--- src/rtl/bcd_scan_ctrl_pkg.sv ---
// Shared types and constants for the BCD conversion and display scan path.
// Latency: none; this package holds declarations only.
// Backpressure: not applicable.
package bcd_scan_ctrl_pkg;

   localparam int DATA_W = 14;
   localparam logic [DATA_W-1:0] BCD_MAX = 14'd9999;

   typedef enum logic {
      ST_IDLE = 1'b0,
      ST_CONV = 1'b1
   } state_t;

   // Active-high segment patterns: bit7 = dp, bits6:0 = g..a
   localparam logic [7:0] SEG_0     = 8'h3F;
   localparam logic [7:0] SEG_1     = 8'h06;
   localparam logic [7:0] SEG_2     = 8'h5B;
   localparam logic [7:0] SEG_3     = 8'h4F;
   localparam logic [7:0] SEG_4     = 8'h66;
   localparam logic [7:0] SEG_5     = 8'h6D;
   localparam logic [7:0] SEG_6     = 8'h7D;
   localparam logic [7:0] SEG_7     = 8'h07;
   localparam logic [7:0] SEG_8     = 8'h7F;
   localparam logic [7:0] SEG_9     = 8'h6F;
   localparam logic [7:0] SEG_BLANK = 8'h00;

   // Digit to segment pattern; non-decimal codes cannot occur and show blank
   function automatic logic [7:0] seg_pattern(input logic [3:0] digit);
      case (digit)
         4'd0:    seg_pattern = SEG_0;
         4'd1:    seg_pattern = SEG_1;
         4'd2:    seg_pattern = SEG_2;
         4'd3:    seg_pattern = SEG_3;
         4'd4:    seg_pattern = SEG_4;
         4'd5:    seg_pattern = SEG_5;
         4'd6:    seg_pattern = SEG_6;
         4'd7:    seg_pattern = SEG_7;
         4'd8:    seg_pattern = SEG_8;
         4'd9:    seg_pattern = SEG_9;
         default: seg_pattern = SEG_BLANK;
      endcase
   endfunction

endpackage

--- src/rtl/bcd_scan_ctrl_if.sv ---
// Input value handshake into the BCD scan controller.
// Latency: none; this interface holds wires only.
// Backpressure: producer holds in_valid/in_data until it sees in_ready high at an edge.
interface bcd_scan_ctrl_if;
   import bcd_scan_ctrl_pkg::*;

   logic              in_valid;
   logic [DATA_W-1:0] in_data;
   logic              in_ready;

   modport master (output in_valid, output in_data, input in_ready);
   modport slave  (input in_valid, input in_data, output in_ready);
endinterface

--- src/rtl/bcd_scan_ctrl_div10_step.sv ---
// One combinational divide-by-ten step: quotient and decimal remainder.
// Latency: zero cycles (purely combinational).
// Backpressure: none; the caller sequences it across cycles.
module div10_step
   import bcd_scan_ctrl_pkg::*;
(
   input  logic [DATA_W-1:0] dividend_i,
   output logic [DATA_W-1:0] quot_o,
   output logic [3:0]        rem_o
);

   assign quot_o = dividend_i / DATA_W'(10);
   assign rem_o  = 4'(dividend_i % DATA_W'(10));

endmodule

--- src/rtl/bcd_scan_ctrl.sv ---
// Binary to 4-digit BCD converter (one shared /10 over four steps) plus 7-segment digit scanner.
// Latency: transfer at E0, bcd/ovf/bcd_valid at E4, next transfer possible at E5.
// Backpressure: in_ready only in IDLE; in_valid seen while busy is dropped, not queued.
module bcd_scan_ctrl
   import bcd_scan_ctrl_pkg::*;
#(
   parameter int SCAN_DIV = 50000,
   parameter bit BLANK_LZ = 1'b1
)(
   input  logic                 CLK,
   input  logic                 RST,
   bcd_scan_ctrl_if.slave       in_if,
   output logic                 busy,
   output logic [15:0]          bcd,
   output logic                 bcd_valid,
   output logic                 ovf,
   output logic [7:0]           seg,
   output logic [3:0]           dig_en
);

   localparam int PW = (SCAN_DIV > 1) ? $clog2(SCAN_DIV) : 1;
   localparam logic [PW-1:0] PRESC_LAST = PW'(SCAN_DIV - 1);

   state_t            state_q, state_d;
   logic [DATA_W-1:0] work_q, work_d;
   logic [1:0]        idx_q, idx_d;
   logic [11:0]       shadow_q, shadow_d;
   logic [15:0]       bcd_q, bcd_d;
   logic              ovf_q, ovf_d;
   logic              ovf_nxt_q, ovf_nxt_d;
   logic              bcd_valid_q, bcd_valid_d;
   logic [PW-1:0]     presc_q, presc_d;
   logic [1:0]        ptr_q, ptr_d;

   logic [DATA_W-1:0] quot;
   logic [3:0]        rem;
   logic [3:0]        digit;
   logic              blank;

   div10_step u_div10 (
      .dividend_i (work_q),
      .quot_o     (quot),
      .rem_o      (rem)
   );

   // Conversion FSM: load saturated value, peel one decimal digit per cycle, commit on the last
   always_comb begin
      state_d     = state_q;
      work_d      = work_q;
      idx_d       = idx_q;
      shadow_d    = shadow_q;
      bcd_d       = bcd_q;
      ovf_d       = ovf_q;
      ovf_nxt_d   = ovf_nxt_q;
      bcd_valid_d = 1'b0;
      case (state_q)
         ST_IDLE: begin
            if (in_if.in_valid) begin
               work_d    = (in_if.in_data > BCD_MAX) ? BCD_MAX : in_if.in_data;
               ovf_nxt_d = (in_if.in_data > BCD_MAX);
               idx_d     = 2'd0;
               state_d   = ST_CONV;
            end
         end
         ST_CONV: begin
            work_d = quot;
            idx_d  = idx_q + 2'd1;
            case (idx_q)
               2'd0: shadow_d[3:0]  = rem;
               2'd1: shadow_d[7:4]  = rem;
               2'd2: shadow_d[11:8] = rem;
               default: begin
                  // Thousands digit goes straight in so the display never sees a partial value
                  bcd_d       = {rem, shadow_q};
                  ovf_d       = ovf_nxt_q;
                  bcd_valid_d = 1'b1;
                  state_d     = ST_IDLE;
               end
            endcase
         end
         default: state_d = ST_IDLE;
      endcase
   end

   // Scan prescaler and digit pointer, free-running and independent of the FSM
   always_comb begin
      presc_d = presc_q + PW'(1);
      ptr_d   = ptr_q;
      if (presc_q == PRESC_LAST) begin
         presc_d = '0;
         ptr_d   = ptr_q + 2'd1;
      end
   end

   // State registers with synchronous active-low reset; reset aborts any conversion in flight
   always_ff @(posedge CLK) begin
      if (!RST) begin
         state_q     <= ST_IDLE;
         work_q      <= '0;
         idx_q       <= '0;
         shadow_q    <= '0;
         bcd_q       <= '0;
         ovf_q       <= 1'b0;
         ovf_nxt_q   <= 1'b0;
         bcd_valid_q <= 1'b0;
         presc_q     <= '0;
         ptr_q       <= '0;
      end else begin
         state_q     <= state_d;
         work_q      <= work_d;
         idx_q       <= idx_d;
         shadow_q    <= shadow_d;
         bcd_q       <= bcd_d;
         ovf_q       <= ovf_d;
         ovf_nxt_q   <= ovf_nxt_d;
         bcd_valid_q <= bcd_valid_d;
         presc_q     <= presc_d;
         ptr_q       <= ptr_d;
      end
   end

   // Segment decode for the current slot, blanking zeros above the highest significant digit
   always_comb begin
      digit = bcd_q[3:0];
      blank = 1'b0;
      case (ptr_q)
         2'd0: digit = bcd_q[3:0];
         2'd1: begin
            digit = bcd_q[7:4];
            blank = (bcd_q[15:4] == 12'd0);
         end
         2'd2: begin
            digit = bcd_q[11:8];
            blank = (bcd_q[15:8] == 8'd0);
         end
         default: begin
            digit = bcd_q[15:12];
            blank = (bcd_q[15:12] == 4'd0);
         end
      endcase
      seg    = (BLANK_LZ && blank) ? SEG_BLANK : seg_pattern(digit);
      dig_en = 4'b0001 << ptr_q;
   end

   assign in_if.in_ready = (state_q == ST_IDLE);
   assign busy           = (state_q != ST_IDLE);
   assign bcd            = bcd_q;
   assign bcd_valid      = bcd_valid_q;
   assign ovf            = ovf_q;

endmodule

--- src/flat_wrapper.sv ---
// flat-port wrapper written by rule: the top's interface ports become plain ports
module bcd_scan_ctrl_flat import bcd_scan_ctrl_pkg::*;
#(
   parameter int SCAN_DIV = 50000,
   parameter bit BLANK_LZ = 1'b1
)
  (CLK, RST, busy, bcd, bcd_valid, ovf, seg, dig_en, in_if_in_valid, in_if_in_data, in_if_in_ready);
  bcd_scan_ctrl_if in_if_i ();
  input  logic CLK;
  input  logic RST;
  output logic busy;
  output logic [15:0] bcd;
  output logic bcd_valid;
  output logic ovf;
  output logic [7:0] seg;
  output logic [3:0] dig_en;
  input wire logic [$bits(in_if_i.in_valid)-1:0] in_if_in_valid;
  input wire logic [$bits(in_if_i.in_data)-1:0] in_if_in_data;
  output wire logic [$bits(in_if_i.in_ready)-1:0] in_if_in_ready;
  assign in_if_i.in_valid = in_if_in_valid;
  assign in_if_i.in_data = in_if_in_data;
  assign in_if_in_ready = in_if_i.in_ready;
  bcd_scan_ctrl #(.SCAN_DIV(SCAN_DIV), .BLANK_LZ(BLANK_LZ)) u_core (.CLK(CLK), .RST(RST), .in_if(in_if_i), .busy(busy), .bcd(bcd), .bcd_valid(bcd_valid), .ovf(ovf), .seg(seg), .dig_en(dig_en));
endmodule
--- config.mk ---
export PLATFORM = sky130hd
export DESIGN_NAME = bcd_scan_ctrl_flat
export DESIGN_NICKNAME = d
export VERILOG_FILES = /design/src/rtl/bcd_scan_ctrl_pkg.sv /design/src/rtl/bcd_scan_ctrl_if.sv /design/src/rtl/bcd_scan_ctrl_div10_step.sv /design/src/rtl/bcd_scan_ctrl.sv /design/src/flat_wrapper.sv
export SDC_FILE = /design/constraint.sdc
export NUM_CORES = 1
export LEC_CHECK = 0
export ABC_CLOCK_PERIOD_IN_PS = 5400
export CAP_MARGIN = 20
export CORE_MARGIN = 3
export CORE_UTILIZATION = 40
export DETAILED_ROUTE_END_ITERATION = 12
export GPL_ROUTABILITY_DRIVEN = 0
export MAX_ROUTING_LAYER = met4
export PLACE_DENSITY = 0.57
export SETUP_SLACK_MARGIN = 0.02
export SYNTH_ARGS = -nofsm -noshare
export SYNTH_HDL_FRONTEND = slang
export SYNTH_HIERARCHICAL = 1
export SYNTH_SLANG_ARGS = --single-unit
--- constraint.sdc ---
create_clock -name CLK -period 5.4 [get_ports CLK]
set_clock_uncertainty 0.05 [all_clocks]
set_input_delay 0.81 -clock CLK [delete_from_list [all_inputs] [get_ports CLK]]
set_output_delay 0.81 -clock CLK [all_outputs]
set_load 0.02 [all_outputs]
== After elaboration in Yosys (flattened, before gate mapping) ==
Memories as Yosys holds them, arrays and structs flattened.
Cells that the tools add are included.

* $add $sub $neg: 3
* Divide/modulo/power cells: 2
* Magnitude comparators: 1
* Eq/ne operators: 6
* Shifts and indexed selects: 1
* Mux-type cells: 12
* Bitwise operators: 3
* Reduce and logical (&&, ||, !) cells: 13

{| class="wikitable"
|+ Operators with widths
! operator !! count
|-
| 14-bit two-way mux || 2
|-
| 14-bit one-hot mux with 2 select lines || 1
|-
| 16-bit by 1-bit adder with 16-bit output, second input constant || 1
|-
| 16-bit == test, second input constant || 1
|-
| 14-bit by 4-bit divider with 14-bit output, second input constant || 1
|-
| 14-bit > comparator, second input constant || 1
|-
| 14-bit by 4-bit modulo with 14-bit output, second input constant || 1
|-
| 12-bit zero test || 1
|-
| 4-bit one-hot mux with 3 select lines || 1
|-
| 2-bit AND reduction || 6
|-
| 8-bit zero test || 1
|-
| 8-bit two-way mux || 1
|-
| 2-bit by 1-bit adder with 2-bit output, second input constant || 2
|-
| 2-bit by 1-bit == test with 1-bit output, second input constant || 2
|-
| 2-bit == test, second input constant || 2
|-
| 2-bit zero test || 2
|-
| 4-bit zero test || 1
|-
| 2-bit one-hot mux with 2 select lines || 1
|-
| 1-bit by 2-bit << shifter with 4-bit output, first input constant || 1
|-
| 1-bit two-way mux || 3
|-
| 1-bit inverter || 3
|-
| 1-bit one-hot mux with 3 select lines || 1
|-
| 3-bit OR reduction || 1
|-
| 2-bit two-way mux || 1
|-
| other kinds (3) || 3
|}

* Bits in registers: 66
* Bits in read-only memories: 112
* Memories kept: 1

{| class="wikitable"
|+ Memory list
! name !! words !! bits a word !! rd ports !! clocked after memory_dff !! write ports !! line !! RTL
|-
| (name not given) || 16 || 7 || 1 || 0 || 0 || bcd_scan_ctrl_pkg.sv:29 || <nowiki>case (digit)</nowiki>
|}

== Logic depth before layout (Yosys ltp) ==
* Depth after elaboration: 4
* Depth in mapped cells: 22

== Hierarchy ==
Netlist, hierarchy kept.

{| class="wikitable"
|+ Modules (own cells, without submodules)
! module !! instances !! cells an instance !! area an instance (µm²) !! seq. area each (µm²)
|-
| bcd_scan_ctrl || 1 || 333 || 3093.0 || 1321.3
|-
| div10_step || 1 || 259 || 1722.9 || 0.0
|}

== Worst setup path after synthesis ==
Ideal clock, no wire load.

* Path type: register -> register
* Start: register u_core.work_q[9]
* End: register u_core.shadow_q[10]
* Arrival time: 4007 ps
* Data required time: 5274 ps
* Slack: 1268 ps
* Stages on the path, launching flop included: 19
* Clock period less this slack: 4132 ps
* Path through: dfxtp_1 -> or4b_4 -> o2111ai_2 -> o211ai_2 -> or2_1 -> buf_6 -> a221o_1 -> a211oi_2 -> o21ai_1 -> and3_1 -> buf_6 -> maj3_2 -> a21oi_2 -> nor3b_2 -> nor2b_1 -> ha_1 -> a22oi_2 -> nand3_1 -> a21boi_0

* Longest elaborated chain between the ends: 1

{| class="wikitable"
|+ RTL lines
! what !! line !! RTL
|-
| from (decl) || bcd_scan_ctrl.sv:25 || <nowiki>logic [DATA_W-1:0] work_q, work_d;</nowiki>
|-
| from (signal assigned) || bcd_scan_ctrl.sv:110 || <nowiki>work_q <= work_d;</nowiki>
|-
| 14-bit by 4-bit modulo with 14-bit output || bcd_scan_ctrl_div10_step.sv:13 || <nowiki>assign rem_o = 4'(dividend_i % DATA_W'(10));</nowiki>
|-
| named net u_core.rem[2] || bcd_scan_ctrl.sv:36 || <nowiki>logic [3:0] rem;</nowiki>
|-
| to (signal assigned) || bcd_scan_ctrl.sv:112 || <nowiki>shadow_q <= shadow_d;</nowiki>
|-
| to (decl) || bcd_scan_ctrl.sv:27 || <nowiki>logic [11:0] shadow_q, shadow_d;</nowiki>
|}

The timed path passes the listed nets, and every way through them passes these cells.
A chain may end at the register's enable or synchronous reset.

== Worst setup path after layout ==
* Start: register u_core.work_q[11]
* End: register u_core.shadow_q[3]

Same word-level chain as after synthesis.

==> reports/qor.csv <==
stage,metric,value,unit
run_status,outcome,"finished, final reports clean",
placed_design,Setup WS pre-CTS,328.5,ps
synthesis,sequential share of the synthesized area,27.44,%
route,met3 routed WL,588,um
clocking,CTS buffer count,9,
floorplanning,die span in x,115.7,um
critical_path,worst-path cell chain,or4b_4 > o2111ai_2 > o211ai_2 > or2_1 > a221o_1 > a211oi_2 > o21ai_1 > and3_1 > maj3_2 > a21oi_2 > nor3b_2 > nor2b_1 > ha_1 > o221ai_1 > nand3_1 > a21boi_0,
run,Max-Cap Viols,0,
synthesis,cells after synthesis,592,
clocking,CTS Buffer Depth,2,
critical_path,Arrival @ worst endpoint,5060,ps
floorplanning,Core ar.,11610,sq um
critical_path,CP max stage cell,dfxtp_2,
sta,Total Neg Setup Slack,0,ps
grt,Total GRT Usage,19.35,%
critical_path,Setup crit end kind,flip-flop,
sta,fin crit period,4869,ps
critical_path,CP required,5590,ps
synthesis,Yosys Warn Count,6,
placed_design,PortBufs,47,
synthesis,dominant cells by area after synthesis,"dfxtp_1 (27%), ha_1 (3.9%), a22o_1 (3.5%)",
synthesis,Main synth FF type,dfxtp_1,
sta,Worst Tran Pin Value,865.4,ps
floorplanning,row cnt,39,
hold_path,Hold Path Class,flip-flop to flip-flop,
placed_design,Post-DP HPWL,8774,um
layout,share of cells above drive strength 1,9.400,%
sta,setup ws final,530.7,ps
synthesis,Post-Syn Area,4816,sq um
critical_path,CP startpoint kind,flip-flop,
critical_path,worst-path fanout max,23,
clocking,Worst-Skew Late Latency,330,ps
route,DR WL met2,5557,um
synthesis,Yosys top cell area share,27.44,%
route,First DRT Iteration DRCs,282,
clocking,# Post-CTS Setup Buffers,0,
layout,Final nets,644,
route,top sig layer,met4,
synthesis,register bit total from synthesis,66,
floorplanning,Die Height,115.7,um
grt,vias in the first global route,4120,
critical_path,Setup CP Type,flip-flop to flip-flop,
route,post-route ant nets,0,
clocking,H-tree Lvls,3,
sta,Tcrit/Tclk final,90.17,%
sta,"Hold Vio Cnt, Final",0,
sta,RSZ-0062 raised after global routing,no,
power_and_ir_drop,internal power,1171,uW
floorplanning,die area,13390,sq um
route,first-pass iteration count of the detailed router,5,
grt,first-pass GRT wire length,20690,um
synthesis,Avg Inst Size Synth,8.135,sq um
sta,Max Fclk,205.4,MHz
sta,Slew HR,42.23,%
synthesis,Synth cell types,81,
route,Residual DRC,0,
power_and_ir_drop,Gate power share,32.6,%
layout,Layout Area Growth over Synthesis,16.55,%
sta,Final Max Tran Viols,0,
clocking,root buffer cell,clkbuf_16,
layout,register area,1328,sq um
sta,final setup fails,0,
route,final WL,12230,um
synthesis,top-count cell post-synth,dfxtp_1,
power_and_ir_drop,total power per unit cell area,317.6,nW/um^2
power_and_ir_drop,sequential fraction of design power,31.8,%
clocking,CTS tree,built,
clocking,"Clk pin slew, worst setup/hold paths",60,ps
route,via count of the routed design,4553,
grt,global route overflow,0,
power_and_ir_drop,switch share,34.29,%
layout,filler cell count,1183,
layout,# diodes,0,
synthesis,"EDFF count, synth",0,
grt,largest net degree at the start of global routing,37,
critical_path,CP max stage delay,590,ps
floorplanning,initial core utilization,41.47,%
route,vias per cell,5.991,
synthesis,"Async S/R FF share, synth",0,%
route,DRT met1 WL,6034,um
clocking,hold buffer count at CTS,0,
layout,area of the multi-input gates,3154,sq um
power_and_ir_drop,switching pwr,611.3,uW
route,WL per Instance,16.09,um
clocking,CTS Sinks,66,
floorplanning,I/O pin count,49,
synthesis,most common library cells after synthesis,"dfxtp_1 (66), nor2_1 (40), nand2_1 (35)",
power_and_ir_drop,share of total power in the clock network,35.5,%
power_and_ir_drop,Leak,0.001957,uW
grt,antenna violations before repair,0,
synthesis,largest area contributor in the netlist,dfxtp_1,
power_and_ir_drop,Peak supply drop,0.1640,mV
[layout by cell type (no fill, tap or decap), drive strengths merged, types with 5 or more instances in the layout]
master	synthesis	routed
dfxtp	66	66
clkdlybuf4s50	0	47
nor2	40	40
nand2	36	36
a21oi	33	33
inv	27	28
o21ai	26	26
nand3	25	25
a21boi	20	20
a22o	19	19
xnor2	19	19
ha	15	15
nor2b	14	14
nor4	13	13
nor3b	13	13
nor3	13	13
clkbuf	20	10
o211ai	10	10
mux2i	9	9
nand4	9	9
nand2b	9	9
a221oi	9	9
buf	27	7
o221ai	6	6
a211oi	6	6
o211a	5	5
a21o	5	5
and3	5	5
and2	5	5
nand3b	5	5
a31oi	5	5
[state kept, by name (all words and copies together), names as in the netlist]
name,cells
u_core/busy,1
u_core/work_q,14
u_core/ovf_nxt_q,1
u_core/ovf,1
u_core/presc_q,16
u_core/shadow_q,12
u_core/bcd,16
u_core/idx_q,2
u_core/bcd_valid,1
u_core/ptr_q,2
[logic make-up after synthesis]
logic type / synth area share (%)
XOR/XNOR: 4.183
AO/OA/AOI/OAI: 29.28
adder cells (fa/ha/maj): 4.547
flip-flops: 27.44
buffers and inverters: 7.222
other: 0.1559
multiplexers: 2.806
AND/OR/NAND/NOR: 24.37
[power by group through the flow]
stage,Sequential (uW),Clock [uW],Combinational (uW)
after floorplan,541,0,499
after global placement,576,0,564
after detailed placement,578,0,571
after CTS,567,650,575
after global routing,575,671,658
final,568,633,582
[area by class of cell]
type                       count  area share, %
inverter                      27          1.806
clock buffer                  10          4.258
tap                          143          3.188
timing repair buffer          54          9.318
multi-input combinational    454          56.20
sequential                    66          23.65
clock inverter                 6          1.583
[per-stage QoR]
stage	utilization, %	hold WS (ps)	power [uW]	cells	area (sq um)
global route	48.33	438.8	1904	760	5613
global placement	45.45	400.7	1140	744	5279
floorplan	-	380.2	1040	594	4823
finish	48.33	412.8	1783	760	5613
detailed placement	45.45	403.6	1149	744	5279
CTS	48.28	415.6	1792	760	5607
[metal layers]
layer / GRT usage (%) / vias to the layer above
li1: - / 2259
met1: 27.77 / 2183
met2: 28.32 / 107
met3: 3.760 / 4
met4: 4.099 / 0
met5: - / -
[worst max-delay path, delay by kind of cell, from the launching register on]
family                     cells  cell delay, ps
and+or+nand+nor                6            1750
DFF                            1             590
adders and majority gates      2             560
AOI/OAI and AO/OA              8            1820
[path summary, 6_finish.rpt]
| check | startpoint | to | slack [ps] | depth (start not counted) |
|---|---|---|---|---|
| worst max register to register | u_core/work_q[11]$_SDFFE_PN0P_ | u_core/shadow_q[3]$_SDFFE_PN0P_ | 530 | 16 |
| worst min register to register | u_core/shadow_q[9]$_SDFFE_PN0P_ | u_core/bcd[9]$_SDFFE_PN0P_ | 410 | 1 |
| worst max-delay path | u_core/work_q[11]$_SDFFE_PN0P_ | u_core/shadow_q[3]$_SDFFE_PN0P_ | 530 | 16 |
| worst min-delay path | u_core/shadow_q[9]$_SDFFE_PN0P_ | u_core/bcd[9]$_SDFFE_PN0P_ | 410 | 1 |
[what timing repair did]
| action | 4_1_cts | 5_1_grt |
|---|---|---|
| hold endpoints to repair | 0 | 0 |
| setup endpoints to repair | 0 | 11 |
| resized for setup | 0 | 5 |
No activity file was read; power rests on OpenSTA's default activity.
